`src/rtl/vga_pkg.sv`:
```
// Shared types and helpers for the framebuffer scan-out engine.
package vga_pkg;

  typedef enum logic {
    MODE_GRAY   = 1'b0,
    MODE_RGB332 = 1'b1
  } pix_mode_t;

  // Replicate each channel's MSBs so full-scale codes reach 8'hFF.
  function automatic logic [23:0] expand_rgb332(input logic [7:0] q);
    return {q[7:5], q[7:5], q[7:6], q[4:2], q[4:2], q[4:3], {4{q[1:0]}}};
  endfunction

  function automatic int timing_total(input int act, input int fp, input int sync, input int bp);
    return act + fp + sync + bp;
  endfunction

endpackage

```
`src/rtl/vga_timing.sv`:
```
// Pixel/line counters and the raw, undelayed timing strobes derived from them.
module vga_timing
  import vga_pkg::*;
#(
  parameter int H_ACTIVE = 640,
  parameter int H_FP     = 16,
  parameter int H_SYNC   = 96,
  parameter int H_BP     = 48,
  parameter int V_ACTIVE = 480,
  parameter int V_FP     = 10,
  parameter int V_SYNC   = 2,
  parameter int V_BP     = 33,
  localparam int H_TOTAL = timing_total(H_ACTIVE, H_FP, H_SYNC, H_BP),
  localparam int V_TOTAL = timing_total(V_ACTIVE, V_FP, V_SYNC, V_BP),
  localparam int HW      = $clog2(H_TOTAL),
  localparam int VW      = $clog2(V_TOTAL)
) (
  input  logic          clk_i,
  input  logic          rst_i,
  output logic [HW-1:0] hcnt_o,
  output logic [VW-1:0] vcnt_o,
  output logic          active_o,
  output logic          hsync_raw_o,
  output logic          vsync_raw_o,
  output logic          frame_start_o,
  output logic          boundary_o
);

  logic [HW-1:0] hcnt_q, hcnt_d;
  logic [VW-1:0] vcnt_q, vcnt_d;
  logic          h_last, v_last;

  assign h_last = (32'(hcnt_q) == H_TOTAL - 1);
  assign v_last = (32'(vcnt_q) == V_TOTAL - 1);

  always_comb begin
    hcnt_d = hcnt_q;
    vcnt_d = vcnt_q;
    if (h_last) begin
      hcnt_d = '0;
      if (v_last) begin
        vcnt_d = '0;
      end else begin
        vcnt_d = vcnt_q + VW'(1);
      end
    end else begin
      hcnt_d = hcnt_q + HW'(1);
    end
  end

  always_ff @(posedge clk_i) begin
    if (rst_i) begin
      hcnt_q <= '0;
      vcnt_q <= '0;
    end else begin
      hcnt_q <= hcnt_d;
      vcnt_q <= vcnt_d;
    end
  end

  assign hcnt_o        = hcnt_q;
  assign vcnt_o        = vcnt_q;
  assign active_o      = (32'(hcnt_q) < H_ACTIVE) && (32'(vcnt_q) < V_ACTIVE);
  assign hsync_raw_o   = !((32'(hcnt_q) >= H_ACTIVE + H_FP) &&
                           (32'(hcnt_q) <  H_ACTIVE + H_FP + H_SYNC));
  assign vsync_raw_o   = !((32'(vcnt_q) >= V_ACTIVE + V_FP) &&
                           (32'(vcnt_q) <  V_ACTIVE + V_FP + V_SYNC));
  assign frame_start_o = (hcnt_q == '0) && (vcnt_q == '0);
  assign boundary_o    = h_last && v_last;

endmodule

```
`src/rtl/vga_fb_scanout.sv`:
```
// Framebuffer scan-out: VGA timing, RAM address generation with upscaling,
// read-latency alignment, pixel expansion and tear-free base swapping.
module vga_fb_scanout
  import vga_pkg::*;
#(
  parameter int H_ACTIVE   = 640,
  parameter int H_FP       = 16,
  parameter int H_SYNC     = 96,
  parameter int H_BP       = 48,
  parameter int V_ACTIVE   = 480,
  parameter int V_FP       = 10,
  parameter int V_SYNC     = 2,
  parameter int V_BP       = 33,
  parameter int ADDR_W     = 19,
  parameter int RD_LAT     = 1,
  parameter int SCALE_LOG2 = 0
) (
  input  logic              clk,
  input  logic              rst,
  input  logic [ADDR_W-1:0] fb_base,
  input  logic              swap_req,
  input  logic              mode,
  output logic [ADDR_W-1:0] fb_addr,
  input  logic [7:0]        fb_q,
  output logic              swap_done,
  output logic              frame_start,
  output logic              hsync,
  output logic              vsync,
  output logic              sync_b,
  output logic              blank_b,
  output logic [7:0]        r,
  output logic [7:0]        g,
  output logic [7:0]        b
);

  localparam int HW    = $clog2(timing_total(H_ACTIVE, H_FP, H_SYNC, H_BP));
  localparam int VW    = $clog2(timing_total(V_ACTIVE, V_FP, V_SYNC, V_BP));
  localparam int DLY   = RD_LAT + 1;
  localparam int SMASK = (1 << SCALE_LOG2) - 1;
  localparam logic [ADDR_W-1:0] LINE_STEP = ADDR_W'(H_ACTIVE >> SCALE_LOG2);

  logic [HW-1:0] hcnt;
  logic [VW-1:0] vcnt;
  logic          active, hs_raw, vs_raw, fs_raw, boundary;

  vga_timing #(
    .H_ACTIVE (H_ACTIVE), .H_FP (H_FP), .H_SYNC (H_SYNC), .H_BP (H_BP),
    .V_ACTIVE (V_ACTIVE), .V_FP (V_FP), .V_SYNC (V_SYNC), .V_BP (V_BP)
  ) u_timing (
    .clk_i         (clk),
    .rst_i         (rst),
    .hcnt_o        (hcnt),
    .vcnt_o        (vcnt),
    .active_o      (active),
    .hsync_raw_o   (hs_raw),
    .vsync_raw_o   (vs_raw),
    .frame_start_o (fs_raw),
    .boundary_o    (boundary)
  );

  logic [ADDR_W-1:0] line_addr_q, cur_base_q, pend_base_q, fb_addr_q;
  logic              pending_q, swap_done_q;
  pix_mode_t         mode_q;
  logic              line_end;
  logic [ADDR_W-1:0] hoff;

  // The last pixel of the final replicated line of a source row advances to the next row.
  assign line_end = active && (32'(hcnt) == H_ACTIVE - 1) && ((32'(vcnt) & SMASK) == SMASK);
  assign hoff     = ADDR_W'(32'(hcnt) >> SCALE_LOG2);

  always_ff @(posedge clk) begin
    if (rst) begin
      line_addr_q <= '0;
      cur_base_q  <= '0;
      pend_base_q <= '0;
      fb_addr_q   <= '0;
      pending_q   <= 1'b0;
      swap_done_q <= 1'b0;
      mode_q      <= MODE_GRAY;
    end else begin
      fb_addr_q   <= active ? (line_addr_q + hoff) : line_addr_q;
      swap_done_q <= 1'b0;
      if (boundary) begin
        mode_q      <= pix_mode_t'(mode);
        line_addr_q <= pending_q ? pend_base_q : cur_base_q;
        if (pending_q) begin
          cur_base_q  <= pend_base_q;
          pending_q   <= 1'b0;
          swap_done_q <= 1'b1;
        end
      end else if (line_end) begin
        line_addr_q <= line_addr_q + LINE_STEP;
      end
      // Placed last so a request in the boundary cycle re-arms for the next frame.
      if (swap_req) begin
        pend_base_q <= fb_base;
        pending_q   <= 1'b1;
      end
    end
  end

  logic [DLY-1:0] act_dly_q, hs_dly_q, vs_dly_q, fs_dly_q;
  logic [23:0]    pix_d;
  logic           hsync_q, vsync_q, sync_b_q, blank_b_q, frame_start_q;
  logic [23:0]    pix_q;

  always_comb begin
    pix_d = 24'h000000;
    if (!act_dly_q[DLY-1]) begin
      pix_d = 24'h000000;
    end else if (mode_q == MODE_RGB332) begin
      pix_d = expand_rgb332(fb_q);
    end else begin
      pix_d = {fb_q, fb_q, fb_q};
    end
  end

  // Control strobes wait out address register plus RAM latency, then meet fb_q at the pins.
  always_ff @(posedge clk) begin
    if (rst) begin
      act_dly_q     <= '0;
      hs_dly_q      <= '1;
      vs_dly_q      <= '1;
      fs_dly_q      <= '0;
      hsync_q       <= 1'b1;
      vsync_q       <= 1'b1;
      sync_b_q      <= 1'b1;
      blank_b_q     <= 1'b0;
      frame_start_q <= 1'b0;
      pix_q         <= 24'h000000;
    end else begin
      act_dly_q     <= {act_dly_q[DLY-2:0], active};
      hs_dly_q      <= {hs_dly_q[DLY-2:0], hs_raw};
      vs_dly_q      <= {vs_dly_q[DLY-2:0], vs_raw};
      fs_dly_q      <= {fs_dly_q[DLY-2:0], fs_raw};
      hsync_q       <= hs_dly_q[DLY-1];
      vsync_q       <= vs_dly_q[DLY-1];
      sync_b_q      <= hs_dly_q[DLY-1] & vs_dly_q[DLY-1];
      blank_b_q     <= act_dly_q[DLY-1];
      frame_start_q <= fs_dly_q[DLY-1];
      pix_q         <= pix_d;
    end
  end

  assign fb_addr     = fb_addr_q;
  assign swap_done   = swap_done_q;
  assign frame_start = frame_start_q;
  assign hsync       = hsync_q;
  assign vsync       = vsync_q;
  assign sync_b      = sync_b_q;
  assign blank_b     = blank_b_q;
  assign r           = pix_q[23:16];
  assign g           = pix_q[15:8];
  assign b           = pix_q[7:0];

endmodule

```
`config.mk`:
```
export PLATFORM = sky130hd
export DESIGN_NAME = vga_fb_scanout
export DESIGN_NICKNAME = d
export VERILOG_FILES = /design/src/rtl/vga_pkg.sv /design/src/rtl/vga_timing.sv /design/src/rtl/vga_fb_scanout.sv
export SDC_FILE = /design/constraint.sdc
export NUM_CORES = 1
export LEC_CHECK = 0
export ABC_AREA = 1
export BUFFER_PORTS_ARGS = -buffer_cell sky130_fd_sc_hd__buf_2
export CAP_MARGIN = 20
export CORE_MARGIN = 2
export CORE_UTILIZATION = 55
export CTS_CLUSTER_SIZE = 8
export DETAILED_ROUTE_END_ITERATION = 6
export PLACE_DENSITY = 0.83
export RECOVER_POWER = 50
export SLEW_MARGIN = 40
export SYNTH_ARGS = -nofsm -noshare
export SYNTH_HDL_FRONTEND = slang
export SYNTH_SLANG_ARGS = --single-unit
```
`constraint.sdc`:
```
create_clock -name clk -period 3.1 [get_ports clk]
set_input_delay 0.62 -clock clk [delete_from_list [all_inputs] [get_ports clk]]
set_output_delay 0.62 -clock clk [all_outputs]
set_load 0.01 [all_outputs]
```
# Word level (Yosys, flattened, before mapping)
# Index checks and enable logic that the tools add are counted.
[word_totals]
register_bits = 136
in_bits = 31
output_inout_bits = 49
word_cells = 59
[classes]
n_addsub = 4
magnitude_cmp = 6
eq_ne = 3
n_mux = 9
bitwise_logic = 3
n_reduce_logical = 15
[op_table]
columns = ["cell", "n"]
rows = [
  ["$mux W19", 4],
  ["$eq A10 B10 Y1 const B", 3],
  ["$mux W21", 1],
  ["$add A10 B1 Y10 const B", 2],
  ["$logic_not A10 Y1", 2],
  ["$lt A10 B10 Y1 const B", 2],
  ["$lt A10 B9 Y1 const B", 2],
  ["$add A19 B10 Y19", 1],
  ["$add A19 B10 Y19 const B", 1],
  ["$ge A10 B10 Y1 const B", 1],
  ["$ge A10 B9 Y1 const B", 1],
  ["$mux W10", 1],
  ["$logic_and A1 B1 Y1", 6],
  ["$reduce_or A2 Y1", 3],
  ["$reduce_bool A2 Y1", 2],
  ["$mux W1", 3],
  ["$logic_not A1 Y1", 2],
  ["$not A1 Y1", 2],
  ["$and A1 B1 Y1", 1],
]

# Depth between registers and ports, before layout
# Gate-level depths: netlist of the first run.
[depth]
depth_word = 5
depth_mapped = 11
mapped_depth_nobuf = 11

# Modules after synthesis
# Synthesis of the first run repeated with hierarchy kept, for this count alone.
[unflattened]
cells_unflattened = 880
hier_area_um2 = 6133.4
[by_module_without_submodules]
columns = ["module", "instances", "cells_per_inst", "area_per_inst_um2", "seq_area_each_um2"]
rows = [
  ["vga_fb_scanout", 1, 708, 5018.6, 2322.2],
  ["vga_timing", 1, 172, 1114.8, 400.4],
]

# Worst setup path before layout of the first run
# Ideal clock, no wire load.
[synth_timing]
path_kind = "register -> register"
startpoint = "reg u_timing.hcnt_q[0] (netlist: u_timing.hcnt_o[0])"
endpoint = "reg fb_addr_q[8] (netlist: fb_addr[8])"
setup_ns = 0.056
arrival_time_ns = 1.637
t_required_ns = 3.044
path_slack_ns = 1.407
stages_incl_launch_ff = 12
n_path_buf = 0
period_less_slack_ns = 1.693
cell_sequence = "dfxtp_1 -> ha_1 -> inv_1 -> fa_1 -> inv_1 -> nand3_1 -> nand3_1 -> nand2_1 -> a21o_1 -> nand3_1 -> nand2_1 -> inv_1"
[synth_via]
elab_chain_len = 3
elab_cells_between_ends = 4
cone_classes = "add/sub: 1; order compare: 1; mux: 1; reduce/logical: 1"
[synth_lines]
columns = ["item", "line", "rtl"]
rows = [
  ["start, declared", "vga_timing.sv:29", "logic [HW-1:0] hcnt_q, hcnt_d;"],
  ["start signal, assigned", "vga_timing.sv:56", "hcnt_q <= hcnt_d;"],
  ["branches (longest 2 deep; another with $add A19 B10 Y19)", "-", ""],
  ["$mux W19 *", "vga_fb_scanout.sv:81", "fb_addr_q <= active ? (line_addr_q + hoff) : line_addr_q;"],
  ["end signal, assigned", "vga_fb_scanout.sv:81", ""],
  ["end, declared", "vga_fb_scanout.sv:61", "logic [ADDR_W-1:0] line_addr_q, cur_base_q, pend_base_q, fb_addr_q;"],
]
# Every way passes the cells marked *.
# A chain may end at the register's enable or synchronous reset.

# Worst setup path in the final report of the first run
[layout_timing]
startpoint = "reg u_timing.hcnt_q[0] (netlist: u_timing.hcnt_o[0])"
endpoint = "reg cur_base_q[18]"
[layout_via]
elab_chain_len = 2
[layout_lines]
columns = ["item", "line", "rtl"]
rows = [
  ["$eq A10 B10 Y1", "vga_timing.sv:33", "assign h_last = (32'(hcnt_q) == H_TOTAL - 1);"],
  ["$logic_and A1 B1 Y1", "vga_timing.sv:69", "assign boundary_o = h_last && v_last;"],
  ["end signal, assigned", "vga_fb_scanout.sv:87", "cur_base_q <= pend_base_q;"],
  ["end, declared", "vga_fb_scanout.sv:61", ""],
]
# No other way between the ends.

==> flow_summary.json, run 1 <==
{
  "power_density_nw_per_um2": 548,
  "synth_common_cells": "234 x nand2_1, 138 x nor2_1, 136 x dfxtp_1, 99 x inv_1, 54 x a21oi_1",
  "worst_setup_path_end_kind": "register",
  "grt_pass1_vias": 5267,
  "cts_tree": "done",
  "synth.area.top_cells": "dfxtp_1 44%, nand2_1 14%, nor2_1 8.4%",
  "grt_pass1_wl_mm": 24.5,
  "synth_cells": 886,
  "diodes": 0,
  "cts_buffers": 17,
  "total_power_mw": 3.92,
  "initial_core_util_pct": 56.5,
  "crit_path_cell_trace": "ha_1 > nand2_1 > nor2_1 > nand2_1 > nor2_4 > nand2_4 > nand2_2 > inv_2 > nand2_1 > o21ai_0",
  "syn-cell-area_sq_um": 6150,
  "ir_drop_mv": 0.410,
  "cp.arrival_ns": 2.80,
  "cp_top_family": "simple AND/OR/NAND/NOR gates",
  "crit_fanout": 13,
  "yosysUniqueCellTypes": 36,
  "dp.cells": 1081,
  "die_x_um": 110,
  "synth_top_family_by_area": "simple AND/OR/NAND/NOR gates",
  "hold_class": "input pin to register",
  "gp_congestion": 0.909,
  "clock_latency_ns": 0.54,
  "viasPerCell": 5.20,
  "postCtsResizedCells": 0,
  "max_freq_mhz": 412,
  "grt_overflow_total": 0,
  "place_ws_ns": 0.959,
  "post_cts_buffers": 0,
  "hold_violations": 0,
  "cts_sinks": 136,
  "layout-drive-gt1-share_pct": 9.35,
  "synth_edf_count": 0,
  "p_leak_nw": 3.26,
  "fin_skew_ns": 0.00826,
  "cp_slowest_stage_delay_ns": 0.44,
  "fp.dieArea_sq_um": 12000,
  "setup_viol": 0,
  "vias": 5784,
  "drc": 0,
  "yosys.area_share.adder_pct": 3.38,
  "yosys.cell_count.top_type": "nand2_1",
  "htreeDepth": 4,
  "wl_per_cell_um": 13.1,
  "dpl.hpwl_mm": 10.2,
  "synth_seq_cells": 136,
  "cpMostUsedCell": "nand2_1",
  "critPathKind": "register to register",
  "worstMarginPinSlew_ns": 1.39,
  "synth-compound-area-share_pct": 10.6,
  "final_antenna_net_count": 0,
  "min_period_ns": 2.43,
  "cts_root_buf": "clkbuf_8",
  "finalMaxSlewViolations": 0,
  "io_buffer_count": 79,
  "ys_warn_count": 0,
  "yosysTopAreaCellShare_pct": 44.3,
  "fin_crit_sh_pct": 78.2,
  "worst_slack_ns": 0.675,
  "fin_nets": 1007,
  "avgSynthCellArea_sq_um": 6.94,
  "syn_to_final_growth_pct": 16.2,
  "instances_no_fill": 1113,
  "synth_nets": 933,
  "ys_dominant_reg_cell": "dfxtp_1",
  "antenna_found_initial": 0,
  "hold_buffers": 0,
  "first_pass_iters": 5,
  "drv_cap": 0,
  "status": "completed",
  "crit_required_ns": 3.47,
  "path_clk_slew_ns": 0.06,
  "hold_ws_ns": 0.300,
  "yosys.area_share.simple_pct": 31.6,
  "relSlewSlack_pct": 7.20,
  "routed_wl_mm": 14.6,
  "synth-async-reset-ratio_pct": 0,
  "rsz0062_at_grt": "no",
  "startpoint_type": "register",
  "grt_usage_pct": 26.2,
  "core_area_sq_um": 10900,
  "synth_mux_area_share_pct": 0,
  "fin_tns_setup_ns": 0,
  "ios": 80,
  "cp_num_buf_inv": 1,
  "yosysSeqAreaShare_pct": 44.3,
  "critPathSlowestCell": "dfxtp_1",
  "yosys.area.top_type": "dfxtp_1",
  "grt_start_max_net_pins": 35,
  "clock_path_buffers": 2,
  "drt_iter0_drc": 409,
  "die_h_um": 110,
  "rows": 38,
  "synth_xor_xnor_area_share_pct": 1.71
}
## per-layer routing
| layer | GRT usage, % | vias to the layer above | wire [um] |
|---|---|---|---|
| met5 | 0 | - | 0 |
| met4 | 10.8 | 0 | 336 |
| met3 | 7.65 | 33 | 993 |
| met2 | 40.5 | 212 | 6550 |
| met1 | 34.4 | 2590 | 6710 |
| li1 | - | 2949 | - |
## worst paths after layout
kind                                                     from                     endpoint  slack (ns)  cells past startpoint
worst max-delay path            u_timing.hcnt_o[0]$_SDFF_PP0_  cur_base_q[18]$_SDFFE_PP0P_        0.67                     10
worst min-delay path                               fb_base[0]  pend_base_q[0]$_SDFFE_PP0P_        0.30                      3
worst max register to register  u_timing.hcnt_o[0]$_SDFF_PP0_  cur_base_q[18]$_SDFFE_PP0P_        0.67                     10
worst min register to register         vs_dly_q[0]$_SDFF_PP1_       vs_dly_q[1]$_SDFF_PP1_        0.41                      1
## cell families after synthesis
family / count (synthesis)
AND/OR/NAND/NOR: 463
flip-flops: 136
buffers and inverters: 132
AO/OA/AOI/OAI: 127
adder cells (fa/ha/maj): 16
XOR/XNOR: 12
## per-stage QoR
| stage | instance area (sq um) | util, % |
|---|---|---|
| floorplan | 6150 | - |
| global placement | 6630 | 60.9 |
| detailed placement | 6630 | 60.9 |
| CTS | 7210 | 66.2 |
| global route | 7140 | 65.6 |
| finish | 7140 | 65.6 |
## placed cells by master (no fill, tap or decap), drive strengths merged
cell type	count
nor2	143
ha	15
fa	1
o21ai	65
nor4	4
clkbuf	59
bufinv	2
dfxtp	136
nor3	9
clkinvlp	5
xor2	8
inv	103
o211ai	2
nand2	238
nand3	47
or2	3
nand4	12
a21o	2
buf	45
nor3b	3
a31oi	1
o21a	3
and2	3
xnor2	4
nand3b	1
clkinv	5
a21oi	54
## state kept, by name, indices dropped and copies added (netlist names), 2 cells and up
signal	flops
pix_q	24
u_timing.hcnt_o	10
cur_base_q	19
line_addr_q	19
hs_dly_q	2
act_dly_q	2
fs_dly_q	2
u_timing.vcnt_o	10
vs_dly_q	2
fb_addr	19
pend_base_q	19
## where the power goes
group,total (mW),leakage (nW),switching (mW),internal (mW)
sequential,1.80,1.11,0.0189,1.78
combinational,0.156,1.89,0.103,0.0537
clock,1.96,0.267,0.787,1.17
## tightest hold or removal path: cells and delay by family
| kind | cells | cell delay (ns) |
|---|---|---|
| and+or+nand+nor | 2 | 0.11 |
| buffers and inverters | 1 | 0.07 |
## area by class of cell
type | count | area, sq um
inverter | 102 | 383
fill | 1015 | 3740
timing repair buffer | 85 | 383
clock inverter | 13 | 146
multi-input combinational | 618 | 2900
sequential | 136 | 2720
clock buffer | 19 | 432
tap | 140 | 175
No activity file was read; power rests on OpenSTA's default activity.
==> run 2: changes to the inputs <==
==> constraint.sdc (replaced) <==
create_clock -name clk -period 2.4 [get_ports clk]
set_input_delay 0.48 -clock clk [delete_from_list [all_inputs] [get_ports clk]]
set_output_delay 0.48 -clock clk [all_outputs]
set_load 0.01 [all_outputs]
==> run 2 against run 1 <==
  * Worst hold slack worse by 0.13 ns
  * Sequential share of layout area down 0.073 points
  * Critical path type unchanged
  * Largest cell class unchanged
  * Final area up 0.19%
  * Sequential power up 29%
  * Via count down 0.17%
  * Total power up 26%
  * First-iteration DRC count up 11%
  * Count of clock-buffer cells in the layout up 1
  * Largest power group unchanged
==> flow_summary.json, run 2 (synthesis gave the netlist of run 1 again) <==
{
  "status": "completed",
  "post_cts_buffers": 0,
  "grt_usage_pct": 25.5,
  "grt_start_max_net_pins": 35,
  "rsz0062_at_grt": "no",
  "fillers": 967,
  "hold_ws_ns": 0.167,
  "critPathKind": "register to register",
  "wl_per_cell_um": 12.9,
  "hold_buffers": 0,
  "cts_sinks": 136,
  "startpoint_type": "register",
  "cp.arrival_ns": 2.52,
  "cts_tree": "done",
  "grt_pass1_wl_mm": 23.8,
  "fp.dieArea_sq_um": 12000,
  "hold_class": "input pin to register",
  "min_period_ns": 2.17,
  "hold_violations": 0,
  "grt_overflow_total": 0,
  "syn_to_final_growth_pct": 16.4,
  "seq_area_sq_um": 2720,
  "core_area_sq_um": 10900,
  "viasPerCell": 5.17,
  "ios": 80,
  "top_register": "pix_q",
  "initial_core_util_pct": 56.5,
  "finalMaxSlewViolations": 0,
  "fin_skew_ns": 0.00616,
  "postLayoutCoreUtil_pct": 65.7,
  "drv_cap": 0,
  "fin_nets": 1011,
  "max_freq_mhz": 461,
  "rows": 38,
  "multi_input_area_sq_um": 2910,
  "fin_tns_setup_ns": 0,
  "htreeDepth": 4,
  "cts_root_buf": "clkbuf_8",
  "power_density_nw_per_um2": 692,
  "io_buffer_count": 79,
  "die_x_um": 110,
  "postCtsResizedCells": 0,
  "total_power_mw": 4.95,
  "p_leak_nw": 3.27,
  "crit_fanout": 13,
  "clock_latency_ns": 0.53,
  "layout_common_cells": "234 x nand2_1, 138 x nor2_1, 136 x dfxtp_1",
  "drt_iter0_drc": 454,
  "worst_setup_path_end_kind": "register",
  "routed_wl_mm": 14.4,
  "grt_pass1_vias": 5176,
  "gp_congestion": 0.925,
  "relSlewSlack_pct": 8.40,
  "dpl.hpwl_mm": 10.1,
  "path_clk_slew_ns": 0.06,
  "die_h_um": 110,
  "layout-drive-gt1-share_pct": 9.83,
  "clock_path_buffers": 2,
  "fin_crit_sh_pct": 90.3,
  "diodes": 0,
  "place_area_sq_um": 6660,
  "antenna_found_initial": 0,
  "vias": 5774,
  "first_pass_iters": 5,
  "drc": 0,
  "final_common_cell": "nand2_1",
  "cts_buffers": 17,
  "worstMarginPinSlew_ns": 1.37,
  "crit_required_ns": 2.75,
  "ir_drop_mv": 0.530,
  "finalInstanceArea_sq_um": 7160,
  "setup_viol": 0,
  "largest_reg_flops": 24,
  "final_antenna_net_count": 0
}
[run 2: changes by cell type in the layout (fill, tap and decap cells not counted)]
cell	previous run	this run
nor2_4	2	3
buf_4	3	7
inv_6	2	3
clkbuf_2	0	1
clkinvlp_4	5	4
nor2_1	139	138
bufinv_16	2	1
[run 2: worst max-delay path, cell delays in order (launching register included)]
cell     delay, ns
dfxtp_1       0.44
ha_1          0.21
nand2_1       0.11
nor2_4        0.18
nand2_1       0.11
nor2_4        0.24
nand2_4       0.14
nand2_2       0.22
inv_2         0.16
nand2_1       0.09
o21ai_0       0.08
[run 2: final timing paths]
check | from | endpoint | slack [ns] | cells past startpoint
worst min register to register | fs_dly_q[1]$_SDFF_PP0_ | frame_start$_SDFF_PP0_ | 0.40 | 2
worst max-delay path | u_timing.hcnt_o[0]$_SDFF_PP0_ | cur_base_q[18]$_SDFFE_PP0P_ | 0.23 | 10
worst max register to register | u_timing.hcnt_o[0]$_SDFF_PP0_ | cur_base_q[18]$_SDFFE_PP0P_ | 0.23 | 10
worst min-delay path | fb_base[10] | pend_base_q[10]$_SDFFE_PP0P_ | 0.17 | 3
[run 2: layer usage]
layer / share of wire [%] / track usage, % / routed length, um
met3: 7.1 / 7.41 / 1030
met2: 45 / 39.7 / 6510
met1: 46 / 33.6 / 6580
met4: 2.2 / 9.13 / 317
met5: 0 / 0 / 0
[run 2: power by group]
part	leakage (nW)	switching, mW	internal, mW
Clock	0.258	1.01	1.41
Sequential	1.11	0.0225	2.31
Combinational	1.91	0.133	0.0706
Total	3.27	1.16	3.79
[run 2: cell type report]
type / count / share of cell area [%]
Clock buffer: 20 / 6.08
Clock inverter: 12 / 1.64
Inverter: 102 / 5.35
Multi-Input combinational cell: 618 / 40.7
Sequential cell: 136 / 38.0
Tap cell: 140 / 2.45
Timing Repair Buffer: 89 / 5.79
[run 2: metrics by stage]
| step | setup WS [ns] | instances |
|---|---|---|
| 2_1_floorplan | 0.707 | 886 |
| 3_3_place_gp | 0.462 | 1085 |
| 3_5_place_dp | 0.379 | 1085 |
| 4_1_cts | 0.326 | 1117 |
| 5_1_grt | 0.0756 | 1117 |
| 6_report | 0.232 | 1117 |
